<file path="config.mk">
export PLATFORM = sky130hd
export DESIGN_NAME = frm_vote_buffer
export DESIGN_NICKNAME = d
export VERILOG_FILES = /design/src/rtl/frm_vote_buffer.sv
export SDC_FILE = /design/constraint.sdc
export NUM_CORES = 1
export LEC_CHECK = 0
export CAP_MARGIN = 20
export CORE_ASPECT_RATIO = 1.5
export CORE_MARGIN = 2
export CORE_UTILIZATION = 36
export CTS_CLUSTER_DIAMETER = 150
export DETAILED_ROUTE_END_ITERATION = 8
export GPL_TIMING_DRIVEN = 1
export PLACE_DENSITY = 0.59
export SLEW_MARGIN = 30
export SYNTH_ARGS = -nofsm -noshare
export SYNTH_HDL_FRONTEND = slang
export SYNTH_SLANG_ARGS = --single-unit
</file>
<file path="constraint.sdc">
create_clock -name clk_i -period 8.92 [get_ports clk_i]
set_clock_uncertainty 0.15 [all_clocks]
set_input_delay 1.784 -clock clk_i [delete_from_list [all_inputs] [get_ports clk_i]]
set_output_delay 1.784 -clock clk_i [all_outputs]
set_load 0.02 [all_outputs]
</file>
<file path="src/rtl/frm_vote_buffer.sv">
`default_nettype none
// ============================================================================
//  Module   : frm_vote_buffer
//  Summary  : Per-frame bright-pixel classifier with a HIST-frame majority
//             window and hysteretic invert request.
//  Revision : 1.0  initial release
// ============================================================================
module frm_vote_buffer #(
  parameter int CH     = 3,
  parameter int W      = 8,
  parameter int CNT_W  = 22,
  parameter int HIST   = 8,
  parameter int ON_TH  = 6,
  parameter int OFF_TH = 2
) (
  input  logic                       clk_i,
  input  logic                       rst_i,
  input  logic                       vs_i,
  input  logic                       de_i,
  input  logic [CH*W-1:0]            wd_i,
  input  logic [W-1:0]               px_th_i,
  input  logic [CNT_W-1:0]           frm_th_i,
  output logic                       rx_o,
  output logic [$clog2(HIST+1)-1:0]  votes_o,
  output logic                       frm_valid_o
);

  localparam int             c_vw      = $clog2(HIST+1);
  localparam logic [CNT_W-1:0] c_cnt_max = '1;

  logic              r_vs;
  logic              r_arm;
  logic [CNT_W-1:0]  r_cnt;
  logic [HIST-1:0]   r_hist;
  logic [c_vw-1:0]   r_votes;
  logic              r_rx;
  logic              r_frm_valid;

  logic              w_bright;
  logic              w_edge;
  logic              w_verdict;
  logic              w_commit;
  logic [HIST-1:0]   w_hist_next;
  logic [c_vw-1:0]   w_votes_next;

  always_comb begin
    w_bright = 1'b0;
    if (de_i) begin
      for (int c = 0; c < CH; c++) begin
        if (wd_i[c*W +: W] > px_th_i) w_bright = 1'b1;
      end
    end
  end

  assign w_edge    = r_vs & ~vs_i;
  assign w_verdict = (r_cnt >= frm_th_i);
  // The first edge after reset closes a partial frame, so only armed edges commit.
  assign w_commit  = w_edge & r_arm;

  always_comb begin
    w_hist_next    = r_hist << 1;
    w_hist_next[0] = w_verdict;
    w_votes_next   = r_votes + c_vw'(w_verdict) - c_vw'(r_hist[HIST-1]);
  end

  always_ff @(posedge clk_i) begin
    if (rst_i) begin
      r_vs        <= 1'b0;
      r_arm       <= 1'b0;
      r_cnt       <= '0;
      r_hist      <= '0;
      r_votes     <= '0;
      r_rx        <= 1'b0;
      r_frm_valid <= 1'b0;
    end else begin
      r_vs        <= vs_i;
      r_frm_valid <= w_commit;

      // The edge-cycle pixel already belongs to the new frame.
      if (w_edge) begin
        r_cnt <= CNT_W'(w_bright);
        r_arm <= 1'b1;
      end else if (w_bright && (r_cnt != c_cnt_max)) begin
        r_cnt <= r_cnt + CNT_W'(1);
      end

      if (w_commit) begin
        r_hist  <= w_hist_next;
        r_votes <= w_votes_next;
        if (w_votes_next >= c_vw'(ON_TH)) begin
          r_rx <= 1'b1;
        end else if (w_votes_next <= c_vw'(OFF_TH)) begin
          r_rx <= 1'b0;
        end
      end
    end
  end

  assign rx_o        = r_rx;
  assign votes_o     = r_votes;
  assign frm_valid_o = r_frm_valid;

endmodule
`default_nettype wire

</file>
==> metrics <==
Max VDD drop=approximately 80 uV; Hold Startpoint=r_hist[3]; Die ar.=just under 9000 um2; Met2 Wirelength=between 3000 and 4000 um; post-route total power=around 430 uW; fraction of layout cells with a size suffix above 1=0.0334; Cell variety after synth=47; via count=2,743; Post CTS Setup Buffer Count=0; metal3 WL=227 um; Slew @ Worst Pin=0.751 ns; setup slack, reg-to-reg=just over 5 ns; worst reg2reg startpoint=r_cnt[8]; global route overflow=0; most frequent cell after synthesis=ha_1; Syn Nets=between 400 and 500; drt wl/cell=around 13 um; Max H-tree Level=2; max_cap viols=0; fmax=about 0.18 GHz; WL met1=2870 um; max layer used=met4; routability cong.=0.772; RSZ-0062 raised after global routing=no; Async SR Flop Fraction=0; Reg-to-Reg End=rx_o; sequential share of the synthesized area=0.261; flops & latches, synth=38; Final ANT Viol Nets=0; WHS Endpoint=r_hist[4]; total CTS buffers=5; crit-path cells=clkdlybuf4s50_1, inv_1, ha_1, a21o_1, a221o_1, a221o_1, a41o_1, a221oi_2, ha_1, inv_1, ha_1, inv_1, fa_1, xnor2_1, a22oi_1, o21ai_0, a21oi_1, nor2_1; vias in the first global route=2,599; top post-synthesis cells by area=dfxtp_1 26%, ha_1 22%, a21oi_1 6.7%; largest net degree at the start of global routing=45; Max FO, Critical Path=3; Tcrit/Tclk final=0.617; crit path launch type=input pin; die extent in y=~110 um; CP Capture Type=flop; Longest Clk Path Bufs=2; DP Wirelength=~5300 um; drt drc=0; clk_lat worst skew=about 0.28 ns; post-route minimum period=5.50 ns; Die Wd=about 77 um; Top FF cell, synth=dfxtp_1; core area=roughly 8000 um2; slowest CP cell=clkdlybuf4s50_1; global-route wire length before repair=between 10,000 and 15,000 um; Register-to-Register Path Depth=16; CTS tree=yes; # diodes=0; Leakage Power=~0.0016 uW; CP peak stage delay=0.45 ns; Netlist Area Pre-Place=2920 um2; Synth Area per Inst=approximately 8.1 um2; site row count=40; vias per cell=~5.2; Crit path required time=8.98 ns; Max Slew Vio Count=0; Yosys top cell area share=0.261; critical path data arrival time=~5.6 ns; total track usage=0.154; Iter 0 DRT Violations=126; Hold Crit Class=reg -> reg; Post-Syn Instances=362; Initial Util=0.367; layout overhead on the synthesized area=29.2%; IO Port Bufs=between 60 and 70; post-synth top area cell=dfxtp_1; Post-synth top cells=51 x ha_1, 39 x a21oi_1, 39 x inv_1; Hold Vio Cnt, Final=0; Detailed Route WL=6730 um; Setup CP Type=in -> reg; post-CTS sizing=0; outcome=finished clean; Clock transition at path regs=approximately 0.060 ns; setup violators final=0; Root Buffer=clkbuf_16; FILL cells=roughly 770; hold depth=2; NumNets Final=528; Max-Slew Margin vs Limit=0.498; count of warnings emitted by yosys=0; Top Ports=64; Post-synth EDFFs=0; Setup Total Neg Slack=0 ns; initial antenna violation count=0; hold_buf cts=0; Pre-antenna DRT Iters=4; clk sinks=38; Pwr Density=roughly 110 nW/um2
-- flip-flops by register name, summed over array words and instances, names as in the netlist --
signal	count
votes_o	4
rx_o	1
r_arm	1
r_vs	1
r_cnt	22
frm_valid_o	1
r_hist	8
-- kinds of logic (layout without fill, tap and decap cells) --
family	Yosys count	in the layout	share of synthesized area
AND/OR/NAND/NOR	116	116	0.217
AO/OA/AOI/OAI	100	100	0.215
buffers and inverters	53	110	0.0721
adder cells (fa/ha/maj)	52	52	0.226
flip-flops	38	38	0.261
XOR/XNOR	3	3	0.00901
-- report_power, final --
part / internal (uW) / switching (uW) / leakage [uW]
Combinational: 40.2 / 36.0 / 0.00126
Clock: 111 / 67.1 / 0.0000729
Sequential: 171 / 1.36 / 0.000307
-- critical path, delay by kind of cell --
family / cells / cell delay, ns
AO/OA/AOI/OAI: 8 / 1.75
XOR/XNOR: 1 / 0.25
adder cells (fa/ha/maj): 4 / 1.08
buffers and inverters: 4 / 0.60
AND/OR/NAND/NOR: 1 / 0.09
-- per-stage QoR --
step	utilization	area [um2]	setup slack, ns	cells	hold WS [ns]
floorplan	-	2920	3.86	362	0.282
global placement	0.454	3610	3.19	516	0.287
detailed placement	0.454	3620	3.12	516	0.294
CTS	0.473	3770	3.40	524	0.302
global route	0.473	3770	3.12	524	0.317
finish	0.473	3770	3.42	524	0.299
-- layout make-up --
cell class                      instances  area (um2)  area share
Tap cell                              105         131      0.0349
Timing Repair Buffer                   63         631       0.167
Multi-Input combinational cell        271        1950       0.517
Sequential cell                        38         761       0.202
Clock buffer                            6         139      0.0369
Clock inverter                          2        12.5     0.00332
Inverter                               39         146      0.0389
-- layer usage --
metal	global-route usage	up-vias
met5	0	-
met3	0.0213	4
met1	0.171	1245
li1	-	1440
met4	0.0393	0
met2	0.300	54
-- layout by cell type (no fill, tap or decap), drive strengths merged, types with 9 or more instances in the layout --
| cell | instances |
|---|---|
| ha | 51 |
| nor2 | 10 |
| a21o | 11 |
| dfxtp | 38 |
| o21ai | 19 |
| clkdlybuf4s50 | 63 |
| and3 | 9 |
| a21oi | 40 |
| nand4 | 17 |
| or3 | 12 |
| nand2 | 32 |
| inv | 39 |
| nand3 | 11 |
-- how the worst max path moves through the flow --
| stage | startpoint | to | slack, ns | cells past startpoint |
|---|---|---|---|---|
| after floorplan | frm_th_i[8] | rx_o | 3.86 | 17 |
| after global placement | frm_th_i[8] | rx_o | 3.19 | 18 |
| after detailed placement | frm_th_i[8] | rx_o | 3.12 | 18 |
| after CTS | frm_th_i[8] | rx_o | 3.40 | 18 |
| after global routing | frm_th_i[8] | rx_o | 3.12 | 18 |
| final | frm_th_i[8] | rx_o | 3.42 | 18 |
No activity file was read; power rests on OpenSTA's default activity.
